`config.mk`:
```
export PLATFORM = sky130hd
export DESIGN_NAME = i2c_target_responder
export DESIGN_NICKNAME = d
export VERILOG_FILES = /design/src/rtl/i2c_pkg.sv /design/src/rtl/i2c_bus_monitor.sv /design/src/rtl/i2c_target_responder.sv
export SDC_FILE = /design/constraint.sdc
export NUM_CORES = 1
export LEC_CHECK = 0
export CORE_UTILIZATION = 58
export DETAILED_ROUTE_END_ITERATION = 8
export PLACE_DENSITY = 0.83
export SLEW_MARGIN = 20
export SYNTH_ARGS = -nofsm -noshare
export SYNTH_HDL_FRONTEND = slang
export SYNTH_SLANG_ARGS = --single-unit
```
`constraint.sdc`:
```
create_clock -name clk -period 6.5 [get_ports clk]
set_clock_uncertainty 0.2 [all_clocks]
set_input_delay 0.975 -clock clk [delete_from_list [all_inputs] [get_ports clk]]
set_output_delay 0.975 -clock clk [all_outputs]
set_load 0.01 [all_outputs]
```
`src/rtl/i2c_pkg.sv`:
```
// i2c_pkg: shared types and constants for the I2C target responder.
//   i2c_target_state_e : protocol FSM states
//   I2C_ADDR_W / I2C_BYTE_W : address and data widths
//   I2C_IDLE_BYTE : byte sent on a read when the local source has nothing
package i2c_pkg;
  localparam int I2C_ADDR_W = 7;
  localparam int I2C_BYTE_W = 8;
  localparam logic [I2C_BYTE_W-1:0] I2C_IDLE_BYTE = 8'hFF;

  typedef enum logic [2:0] {
    ST_IDLE,
    ST_ADDR,
    ST_ADDR_ACK,
    ST_WR_DATA,
    ST_WR_ACK,
    ST_RD_DATA,
    ST_RD_ACK,
    ST_WAIT_STOP
  } i2c_target_state_e;
endpackage

```
`src/rtl/i2c_bus_monitor.sv`:
```
// i2c_bus_monitor: brings raw SCL/SDA into the clk domain and produces
// single-cycle event strobes.
//   clk, reset      : clock, synchronous active-high reset
//   scl_in, sda_in  : raw pin levels (asynchronous)
//   scl_rise/fall   : one-cycle SCL edge strobes
//   start_det       : SDA 1->0 while SCL high
//   stop_det        : SDA 0->1 while SCL high
//   sda_s           : SDA level aligned with the strobes
module i2c_bus_monitor (
  input  logic clk,
  input  logic reset,
  input  logic scl_in,
  input  logic sda_in,
  output logic scl_rise,
  output logic scl_fall,
  output logic start_det,
  output logic stop_det,
  output logic sda_s
);
  logic scl_s1_q, scl_s1_d, scl_s2_q, scl_s2_d, scl_h_q, scl_h_d;
  logic sda_s1_q, sda_s1_d, sda_s2_q, sda_s2_d, sda_h_q, sda_h_d;
  logic rise_q, rise_d, fall_q, fall_d, start_q, start_d, stop_q, stop_d;

  always_comb begin
    scl_s1_d = scl_in;
    scl_s2_d = scl_s1_q;
    scl_h_d  = scl_s2_q;
    sda_s1_d = sda_in;
    sda_s2_d = sda_s1_q;
    sda_h_d  = sda_s2_q;
    rise_d   = scl_s2_q & ~scl_h_q;
    fall_d   = ~scl_s2_q & scl_h_q;
    // SCL must be high on both samples so an SDA move during an SCL edge
    // is never mistaken for a bus condition.
    start_d  = scl_s2_q & scl_h_q & sda_h_q & ~sda_s2_q;
    stop_d   = scl_s2_q & scl_h_q & ~sda_h_q & sda_s2_q;
  end

  // Synchronizers preset to 1 so reset looks like an idle bus.
  always_ff @(posedge clk) begin
    if (reset) begin
      scl_s1_q <= 1'b1; scl_s2_q <= 1'b1; scl_h_q <= 1'b1;
      sda_s1_q <= 1'b1; sda_s2_q <= 1'b1; sda_h_q <= 1'b1;
      rise_q   <= 1'b0; fall_q   <= 1'b0;
      start_q  <= 1'b0; stop_q   <= 1'b0;
    end else begin
      scl_s1_q <= scl_s1_d; scl_s2_q <= scl_s2_d; scl_h_q <= scl_h_d;
      sda_s1_q <= sda_s1_d; sda_s2_q <= sda_s2_d; sda_h_q <= sda_h_d;
      rise_q   <= rise_d;   fall_q   <= fall_d;
      start_q  <= start_d;  stop_q   <= stop_d;
    end
  end

  assign scl_rise  = rise_q;
  assign scl_fall  = fall_q;
  assign start_det = start_q;
  assign stop_det  = stop_q;
  assign sda_s     = sda_h_q;
endmodule

```
`src/rtl/i2c_target_responder.sv`:
```
// i2c_target_responder: 7-bit-address I2C target. ACKs and delivers write
// bytes, serves read bytes from a local source, no clock stretching.
//   TARGET_ADDR          : address this target answers
//   clk, reset           : clock, synchronous active-high reset
//   scl_in, sda_in       : raw bus pins
//   sda_oe               : 1 = pull SDA low
//   rx_data, rx_valid    : received write byte + one-cycle strobe
//   tx_data, tx_valid    : next read byte from the local side
//   tx_ready             : pulse, tx_data consumed
//   tx_underrun          : pulse, byte needed but tx_valid low (0xFF sent)
//   addr_match, busy     : addressed / bus-busy status
module i2c_target_responder
  import i2c_pkg::*;
#(
  parameter logic [I2C_ADDR_W-1:0] TARGET_ADDR = 7'h50
) (
  input  logic                  clk,
  input  logic                  reset,
  input  logic                  scl_in,
  input  logic                  sda_in,
  output logic                  sda_oe,
  output logic [I2C_BYTE_W-1:0] rx_data,
  output logic                  rx_valid,
  input  logic [I2C_BYTE_W-1:0] tx_data,
  input  logic                  tx_valid,
  output logic                  tx_ready,
  output logic                  tx_underrun,
  output logic                  addr_match,
  output logic                  busy
);
  logic scl_rise, scl_fall, start_det, stop_det, sda_s;

  i2c_bus_monitor u_mon (
    .clk       (clk),
    .reset     (reset),
    .scl_in    (scl_in),
    .sda_in    (sda_in),
    .scl_rise  (scl_rise),
    .scl_fall  (scl_fall),
    .start_det (start_det),
    .stop_det  (stop_det),
    .sda_s     (sda_s)
  );

  i2c_target_state_e     state_q, state_d;
  logic [2:0]            cnt_q, cnt_d;
  logic [I2C_BYTE_W-1:0] shift_q, shift_d, shift_in;
  logic [I2C_BYTE_W-1:0] rx_data_q, rx_data_d, ld_byte;
  logic sda_oe_q, sda_oe_d, am_q, am_d, busy_q, busy_d;
  logic rx_valid_q, rx_valid_d, tx_ready_q, tx_ready_d, tx_unr_q, tx_unr_d;
  // rw_q: R/W bit of the address byte.
  // phase_q: ADDR_ACK/WR_ACK -> ACK already driven; RD_ACK -> master ACK seen.
  logic rw_q, rw_d, phase_q, phase_d, load_en;

  always_comb begin
    state_d    = state_q;
    cnt_d      = cnt_q;
    shift_d    = shift_q;
    rx_data_d  = rx_data_q;
    sda_oe_d   = sda_oe_q;
    am_d       = am_q;
    busy_d     = busy_q;
    rw_d       = rw_q;
    phase_d    = phase_q;
    rx_valid_d = 1'b0;
    tx_ready_d = 1'b0;
    tx_unr_d   = 1'b0;
    load_en    = 1'b0;
    shift_in   = {shift_q[I2C_BYTE_W-2:0], sda_s};
    ld_byte    = tx_valid ? tx_data : I2C_IDLE_BYTE;

    if (start_det) begin
      state_d  = ST_ADDR;
      cnt_d    = 3'd0;
      sda_oe_d = 1'b0;
      am_d     = 1'b0;
      busy_d   = 1'b1;
    end else if (stop_det) begin
      state_d  = ST_IDLE;
      sda_oe_d = 1'b0;
      am_d     = 1'b0;
      busy_d   = 1'b0;
    end else begin
      case (state_q)
        ST_ADDR: if (scl_rise) begin
          shift_d = shift_in;
          cnt_d   = cnt_q + 3'd1;
          if (cnt_q == 3'd7) begin
            if (shift_in[7:1] == TARGET_ADDR) begin
              state_d = ST_ADDR_ACK;
              rw_d    = shift_in[0];
              phase_d = 1'b0;
            end else begin
              state_d = ST_WAIT_STOP;
            end
          end
        end
        ST_ADDR_ACK: if (scl_fall) begin
          if (!phase_q) begin
            sda_oe_d = 1'b1;
            am_d     = 1'b1;
            phase_d  = 1'b1;
          end else if (!rw_q) begin
            sda_oe_d = 1'b0;
            cnt_d    = 3'd0;
            state_d  = ST_WR_DATA;
          end else begin
            load_en = 1'b1;
          end
        end
        ST_WR_DATA: if (scl_rise) begin
          shift_d = shift_in;
          cnt_d   = cnt_q + 3'd1;
          if (cnt_q == 3'd7) begin
            rx_data_d  = shift_in;
            rx_valid_d = 1'b1;
            phase_d    = 1'b0;
            state_d    = ST_WR_ACK;
          end
        end
        ST_WR_ACK: if (scl_fall) begin
          if (!phase_q) begin
            sda_oe_d = 1'b1;
            phase_d  = 1'b1;
          end else begin
            sda_oe_d = 1'b0;
            cnt_d    = 3'd0;
            state_d  = ST_WR_DATA;
          end
        end
        // Bit 7 goes out at load time; each later fall shifts the next bit
        // out, and the fall ending bit 0 releases SDA for the master's ACK.
        ST_RD_DATA: if (scl_fall) begin
          if (cnt_q == 3'd7) begin
            sda_oe_d = 1'b0;
            phase_d  = 1'b0;
            state_d  = ST_RD_ACK;
          end else begin
            cnt_d    = cnt_q + 3'd1;
            shift_d  = {shift_q[I2C_BYTE_W-2:0], 1'b1};
            sda_oe_d = ~shift_q[I2C_BYTE_W-2];
          end
        end
        ST_RD_ACK: begin
          if (scl_rise) begin
            if (sda_s) state_d = ST_WAIT_STOP;
            else       phase_d = 1'b1;
          end else if (scl_fall && phase_q) begin
            load_en = 1'b1;
          end
        end
        default: ;
      endcase
    end

    if (load_en) begin
      shift_d    = ld_byte;
      sda_oe_d   = ~ld_byte[I2C_BYTE_W-1];
      cnt_d      = 3'd0;
      state_d    = ST_RD_DATA;
      tx_ready_d = tx_valid;
      tx_unr_d   = ~tx_valid;
    end
  end

  always_ff @(posedge clk) begin
    if (reset) begin
      state_q    <= ST_IDLE;
      cnt_q      <= 3'd0;
      shift_q    <= '0;
      rx_data_q  <= '0;
      sda_oe_q   <= 1'b0;
      am_q       <= 1'b0;
      busy_q     <= 1'b0;
      rw_q       <= 1'b0;
      phase_q    <= 1'b0;
      rx_valid_q <= 1'b0;
      tx_ready_q <= 1'b0;
      tx_unr_q   <= 1'b0;
    end else begin
      state_q    <= state_d;
      cnt_q      <= cnt_d;
      shift_q    <= shift_d;
      rx_data_q  <= rx_data_d;
      sda_oe_q   <= sda_oe_d;
      am_q       <= am_d;
      busy_q     <= busy_d;
      rw_q       <= rw_d;
      phase_q    <= phase_d;
      rx_valid_q <= rx_valid_d;
      tx_ready_q <= tx_ready_d;
      tx_unr_q   <= tx_unr_d;
    end
  end

  assign sda_oe      = sda_oe_q;
  assign rx_data     = rx_data_q;
  assign rx_valid    = rx_valid_q;
  assign tx_ready    = tx_ready_q;
  assign tx_underrun = tx_unr_q;
  assign addr_match  = am_q;
  assign busy        = busy_q;
endmodule
```
==> reports/qor.yml <==
status: "complete, no violations"
synth_edf_count: 0
cp_slowest_stage_delay_ns: 0.80
cts_setup_buffers: 0
final_core_util_pct: 70.9
setup_tns_ns: 0
cp_data_required_time_ns: 6.53
grt.overflow.total: 0
vias: 1790
start_kind: "flip-flop"
max_freq_ghz: 0.334
syn-num-nets: 256
synth_top_area_share_pct: 38.5
die_h_um: 61.1
crit_chain: "inv_1 -> ha_1 -> nand3_1 -> a2111oi_4 -> o221ai_1 -> nand2_1 -> a21oi_1"
min_path_type: "reg -> reg"
synth.area.top_cells: "dfxtp_1 39%, a21oi_1 5.4%, nor2_1 5.0%"
p_per_area_nw_per_um2: 308
cts_tree: "done"
firstDrtPassIters: 4
synth_warnings: 0
cts_hold_buf: 0
peakVddDrop_mv: 0.168
yosys.area.top_type: "dfxtp_1"
power_leakage_nw: 0.868
grt_max_degree: 35
ios: 27
crit_slowest_cell: "a2111oi_4"
antenna_found_initial: 0
numCtsBuffers: 5
clock_path_buffers: 2
final_hold_viol_count: 0
grt_pass1_wl_um: 7420
drc_errors: 0
syn_area_um2: 2030
n_antenna_cell: 0
initial_core_util_pct: 60.7
postRouteWirelength_um: 4480
port_buffers: 26
ctsRootBufferMaster: "clkbuf_4"
grt_pass1_vias: 1571
path_max_fanout: 17
endpoint_kind: "flip-flop"
post_cts_resized: 0
async_flop_share_pct: 0
layout_common_cells: "39 x dfxtp_1, 27 x nor2_1, 26 x clkdlybuf4s50_1"
seq_area_frac_synth_pct: 38.5
dp_hpwl_um: 3010
relSlewSlack_pct: 42.5
max_cap_violations: 0
path_clk_slew_ns: 0.13
dieArea_um2: 3730
htree_levels: 2
gp_congestion: 0.888
drive_gt1_share_pct: 8.17
vias_per_cell: 5.91
rsz0062_at_grt: "false"
num_rows: 21
die_x_um: 61.1
synth_seq_cells: 39
min_period_ns: 3.00
total_power_w: 0.000729
arrival_ns: 3.03
min_period_over_period_pct: 46.1
drtAntennaViolNets: 0
ys_types: 51
dr.first_iter.drc_count: 189
synthFlopType: "dfxtp_1"
core_um2: 3340
track_usage_pct: 27.2
syn-instance-count: 237
final_common_cell: "dfxtp_1"
avgSynthCellArea_um2: 8.55
cts_sinks: 39
syn_to_final_growth_pct: 16.7
fin_nets: 275
setup.worst_path.class: "reg -> reg"
clock_latency_ns: 0.36
setup_viol: 0
worst_slew_pin_slew_ns: 0.863
drv_slew: 0
wl_per_cell_um: 14.8
flip-flops by register name, indices dropped and copies added, names as in the netlist, 3 cells and up:
| signal | cells |
|---|---|
| rx_data | 8 |
| shift_q | 7 |
| cnt_q | 3 |
| state_q | 3 |
path summary, 6_finish.rpt:
path	from	endpoint	slack [ns]	cells past startpoint
max	state_q[0]	shift_q[2]	3.50	7
min	u_mon.sda_s1_q	u_mon.sda_h_d	0.23	1
max reg2reg	state_q[0]	shift_q[2]	3.50	7
min reg2reg	u_mon.sda_s1_q	u_mon.sda_h_d	0.23	1
routing by layer:
metal	part of all wire [%]	global-route usage, %	vias to the layer above
li1	-	-	894
met1	46	38.8	816
met2	45	40.1	71
met3	7.0	6.93	9
met4	1.3	9.09	0
met5	0	0	-
where the power goes:
group,switching [W],internal (W)
sequential,0.0000132,0.000254
combinational,0.000176,0.000113
clock,0.0000813,0.0000908
total,0.000271,0.000458
area by class of cell:
class	count	area, µm²
timing repair buffer	28	275
sequential	39	781
multi-input combinational	173	1130
clock buffer	6	51.3
clock inverter	2	35.0
fill	276	972
inverter	9	33.8
tap	46	57.6
through the flow:
step | setup slack (ns) | cells | hold slack [ns] | cell area, µm²
detailed placement | 3.64 | 295 | 0.207 | 2280
global placement | 3.70 | 295 | 0.193 | 2280
CTS | 3.53 | 303 | 0.236 | 2360
floorplan | 4.31 | 237 | 0.189 | 2030
finish | 3.50 | 303 | 0.229 | 2360
global route | 3.19 | 303 | 0.254 | 2360
cell families after synthesis:
group,synth area share (%)
and+or+nand+nor,27.2
AOI/OAI and AO/OA,20.0
DFF,38.5
buffers and inverters,5.62
muxes,4.94
adders and majority gates,3.71
critical path, delay by kind of cell, from the launching register on:
kind                     cells  cell delay [ns]
buffers and inverters        1             0.09
adder cells (fa/ha/maj)      1             0.46
flip-flops                   1             0.37
AO/OA/AOI/OAI                3             1.33
AND/OR/NAND/NOR              2             0.42
synth_stat cells (6+ instances only):
library cell / number
clkbuf_1: 6
nand2_1: 14
ha_1: 6
buf_2: 7
a21oi_1: 22
o21ai_0: 8
or3_1: 6
or2_2: 7
mux2i_1: 10
nand3b_1: 8
nor2_1: 27
inv_1: 9
dfxtp_1: 39
o211ai_1: 7
Note: power is estimated with default switching activity, not from simulation.
